--- config.mk ---
export PLATFORM = sky130hd
export DESIGN_NAME = byte_packer
export DESIGN_NICKNAME = d
export VERILOG_FILES = /design/src/rtl/byte_packer.sv
export SDC_FILE = /design/constraint.sdc
export NUM_CORES = 1
export LEC_CHECK = 0
export BUFFER_PORTS_ARGS = -buffer_cell sky130_fd_sc_hd__buf_2
export CAP_MARGIN = 20
export CORE_MARGIN = 2
export CORE_UTILIZATION = 50
export DETAILED_ROUTE_END_ITERATION = 10
export MAX_ROUTING_LAYER = met4
export PLACE_DENSITY = 0.77
export SLEW_MARGIN = 20
export SYNTH_ARGS = -nofsm -noshare
export SYNTH_HDL_FRONTEND = slang
export SYNTH_SLANG_ARGS = --single-unit
--- constraint.sdc ---
create_clock -name clk -period 1.6 [get_ports clk]
set_clock_uncertainty 0.05 [all_clocks]
set_input_delay 0.08 -clock clk [delete_from_list [all_inputs] [get_ports clk]]
set_output_delay 0.08 -clock clk [all_outputs]
set_load 0.005 [all_outputs]
--- src/rtl/byte_packer.sv ---
`default_nettype none
// ============================================================================
// Module   : byte_packer
// Brief    : Packs a stream of bytes into 16-bit words with ready/valid
//            handshakes on both sides; a flush pads out a held half word.
// Revision : 1.0 - initial release
// ============================================================================
module byte_packer #(
    parameter int         HI_FIRST = 1,
    parameter logic [7:0] PAD      = 8'h00
) (
    input  logic        clk,
    input  logic        rst,
    input  logic [7:0]  in_data,
    input  logic        in_valid,
    output logic        in_ready,
    input  logic        flush,
    output logic [15:0] out_word,
    output logic        out_valid,
    input  logic        out_ready,
    output logic        out_padded,
    output logic [15:0] word_count
);

    localparam logic [1:0] c_empty = 2'd0;
    localparam logic [1:0] c_half  = 2'd1;
    localparam logic [1:0] c_full  = 2'd2;

    logic [1:0]  r_state;
    logic [7:0]  r_first;
    logic [15:0] r_word;
    logic        r_padded;
    logic [15:0] r_count;

    logic [1:0]  w_state_nxt;
    logic [7:0]  w_first_nxt;
    logic [15:0] w_word_nxt;
    logic        w_padded_nxt;
    logic [15:0] w_count_nxt;
    logic        w_in_xfer;
    logic        w_out_xfer;
    logic        w_out_valid;
    logic        w_in_ready;

    // First-accepted byte lands in the upper half only when HI_FIRST is set.
    function automatic logic [15:0] f_pack(input logic [7:0] first, input logic [7:0] second);
        return (HI_FIRST != 0) ? {first, second} : {second, first};
    endfunction

    assign w_out_valid = (r_state == c_full);
    // In FULL a new byte can only enter when the held word leaves this cycle.
    assign w_in_ready  = (r_state != c_full) | out_ready;
    assign w_in_xfer   = in_valid & w_in_ready;
    assign w_out_xfer  = w_out_valid & out_ready;

    always_ff @(posedge clk or posedge rst) begin
        if (rst) begin
            r_state  <= c_empty;
            r_first  <= 8'h00;
            r_word   <= 16'h0000;
            r_padded <= 1'b0;
            r_count  <= 16'h0000;
        end else begin
            r_state  <= w_state_nxt;
            r_first  <= w_first_nxt;
            r_word   <= w_word_nxt;
            r_padded <= w_padded_nxt;
            r_count  <= w_count_nxt;
        end
    end

    always_comb begin
        w_state_nxt  = r_state;
        w_first_nxt  = r_first;
        w_word_nxt   = r_word;
        w_padded_nxt = r_padded;
        w_count_nxt  = w_out_xfer ? (r_count + 16'd1) : r_count;

        case (r_state)
            c_empty: begin
                if (w_in_xfer) begin
                    w_first_nxt = in_data;
                    w_state_nxt = c_half;
                end
            end
            c_half: begin
                // A byte arriving together with flush wins; flush is dropped.
                if (w_in_xfer) begin
                    w_word_nxt   = f_pack(r_first, in_data);
                    w_padded_nxt = 1'b0;
                    w_state_nxt  = c_full;
                end else if (flush) begin
                    w_word_nxt   = f_pack(r_first, PAD);
                    w_padded_nxt = 1'b1;
                    w_state_nxt  = c_full;
                end
            end
            c_full: begin
                if (w_out_xfer) begin
                    if (w_in_xfer) begin
                        w_first_nxt = in_data;
                        w_state_nxt = c_half;
                    end else begin
                        w_state_nxt = c_empty;
                    end
                end
            end
            default: begin
                w_state_nxt = c_empty;
            end
        endcase
    end

    assign in_ready   = w_in_ready;
    assign out_valid  = w_out_valid;
    assign out_word   = r_word;
    assign out_padded = r_padded;
    assign word_count = r_count;

endmodule
`default_nettype wire

==> run metrics <==
CTS H-tree depth 2; Post-Route WL between 3 and 4 mm; DR vias/cell roughly 5; max cap viols 0; Clock Root Buffer clkbuf_4; critical path endpoint category register; gpl congestion around 0.85; fin worst setup slack around 140 ps; layout cells sized above 1 46.6%; initial DRC count slightly above 60; sequential area share after synthesis about three fifths; Rel. slew slack 65.6%; Placeable Area 3340 sq um; fin cells ~240; clock slew at reported path FFs ~120 ps; TritonCTS buffer count 5; Final nets slightly above 200; wire length per cell 13.6 microns; Max Clk Rate just under 700 MHz; Netlist cell types 25; Avg Inst Size Synth 14.0 sq um; Routed Antenna Nets 0; Vias ~1200; max-slew violation count 0; detailed placement HPWL between 2 and 2.5 mm; Final Hold Viols 0; Setup-failing EPs final 0; unrepaired setup endpoints after global routing yes; Tot Pwr 0.00319 W; Layout area overhead 27.3%; synthesized netlist cell count 125; Hold/Removal Path Class in2reg; GRT Resource Usage Total 19.0%; post-layout minimum cycle time around 1500 ps; Setup CP Type reg2reg; wire length of the first global-routing pass roughly 5.6 mm; antenna violations before repair 0; Initial DRT Pass Iterations 4; I/O Pins 48; Tightest Pin Transition 515 ps; Tcrit/Tclk final about nine tenths; DR DRC count 0; Die Wd between 60 and 70 microns; Core Rows 21; IO buf count between 40 and 50; pin count of the biggest net entering global routing 44; pwr/cell area ~1400 nW/um^2; CP startpoint kind register; vias in the first global route 1174; Critical Path RT around 1800 ps; worst-path maximum fanout 6; run status completed; Netlist Area Pre-Place ~1700 sq um; Die ar. ~4000 sq um; LEAKAGE 1.10 nW; GRT overflow 0; Worst EP arrival around 1700 ps; Die Span Y about 63 microns; post-CTS setup repair buffer count 0; Clk Latency, worst-skew pair 350 ps; Peak VDD IR just under 0.9 mV; syn nets about 140; Setup WS pre-CTS between 100 and 150 ps; Initial Util between 50 and 60%; register bit total from synthesis 43; CTS tree yes; number of synthesis warnings 0; clk sinks 43; Clock Path Buffers 2; dpl cells between 200 and 250; ant diodes 0; Fin Setup TNS 0 ps
flip-flops by register name, indices dropped and copies added (netlist names):
register	flops
out_padded	1
r_first	8
word_count	16
out_word	16
r_state	2
Yosys cell counts, drive strengths merged:
| library cell | instances | area (sq um) |
|---|---|---|
| nor3 | 1 | 5.00 |
| buf | 1 | 11.3 |
| a21o | 1 | 8.76 |
| dfrtp | 43 | 1080 |
| a22o | 8 | 80.1 |
| nand2 | 6 | 22.5 |
| nand2b | 1 | 6.26 |
| and3 | 2 | 12.5 |
| nor2 | 7 | 28.8 |
| xor2 | 3 | 26.3 |
| nor3b | 1 | 18.8 |
| nand4 | 4 | 25.0 |
| nor2b | 1 | 6.26 |
| and2b | 2 | 17.5 |
| mux2 | 17 | 191 |
| clkbuf | 1 | 13.8 |
| ha | 1 | 12.5 |
| and2 | 1 | 7.51 |
| nand3 | 7 | 35.0 |
| a21oi | 1 | 5.00 |
| o21ai | 1 | 16.3 |
| inv | 2 | 7.51 |
| xnor2 | 12 | 105 |
| nand4b | 1 | 8.76 |
critical path, cell delays in order (launching register included):
cell and delay [ps]:
dfrtp_1 440, nand4b_1 270, nor2_2 280, nand4_1 160
xnor2_1 160
cell type report:
cell class / count / area [sq um]
well taps: 46 / 57.6
repair buffers: 60 / 373
multi-input cells: 78 / 642
flip-flops and latches: 43 / 1080
inverters: 2 / 7.51
clock buffers: 8 / 68.8
fillers: 272 / 1110
through the flow:
stage / instance area, sq um / hold WS [ps] / util, %
after global placement: 2040 / 176 / 61.2
after global routing: 2220 / 51.0 / 66.7
after floorplan: 1750 / 174 / -
final: 2220 / 60.6 / 66.7
after detailed placement: 2040 / 191 / 61.2
after CTS: 2220 / 42.0 / 66.6
worst paths after layout:
| path | startpoint | to | slack (ps) | depth (start not counted) |
|---|---|---|---|---|
| worst max-delay path | r_state[0]$_DFFE_PP0P_ | word_count[15]$_DFFE_PP0P_ | 140 | 4 |
| worst min-delay path | in_valid | r_state[0]$_DFFE_PP0P_ | 60 | 3 |
| worst max register to register | r_state[0]$_DFFE_PP0P_ | word_count[15]$_DFFE_PP0P_ | 140 | 4 |
| worst min register to register | word_count[15]$_DFFE_PP0P_ | word_count[15]$_DFFE_PP0P_ | 450 | 1 |
| max in group asynchronous | rst | out_word[9]$_DFFE_PP0P_ | 810 | 4 |
| min in group asynchronous | rst | word_count[13]$_DFFE_PP0P_ | 330 | 4 |
routing by layer:
metal | share of wire (%) | up-vias | wire length, microns | GRT usage [%]
met5 | 0 | - | 0 | -
met4 | 2.4 | 0 | 78 | 10.8
met3 | 5.2 | 8 | 166 | 4.46
met1 | 46 | 568 | 1480 | 23.9
met2 | 46 | 37 | 1490 | 28.3
li1 | - | 569 | - | -
layout by cell type, fill, tap and decap left out, types with 2 or more instances in the layout:
master	count
nor2_1	5
clkbuf_8	2
and2b_2	2
xor2_1	3
dlygate4sd3_1	11
and3_1	2
clkbuf_4	5
nand2_1	6
a22o_2	8
dfrtp_1	43
nand3_1	7
nand4_1	4
mux2_2	17
inv_1	2
nor2_2	2
xnor2_1	12
buf_2	47
cells by family after synthesis:
| group | share of synthesized area (%) |
|---|---|
| flip-flops | 61.6 |
| AND/OR/NAND/NOR | 11.1 |
| multiplexers | 11.0 |
| XOR/XNOR | 7.52 |
| AO/OA/AOI/OAI | 6.30 |
| buffers and inverters | 1.86 |
| adder cells (fa/ha/maj) | 0.716 |
timing repair:
action	CTS	global route
endpoints found under the setup margin	0	6
hold endpoints to repair	61	0
gates resized for setup	0	1
hold buffers	11	0
report_power, final:
part	leakage [nW]	total, W	internal (W)	switching (W)
Sequential	0.539	0.00166	0.00144	0.000220
Combinational	0.523	0.000939	0.000572	0.000368
Clock	0.0386	0.000594	0.000259	0.000335
Total	1.10	0.00319	0.00227	0.000923
Power figures use the tool's default switching activity.
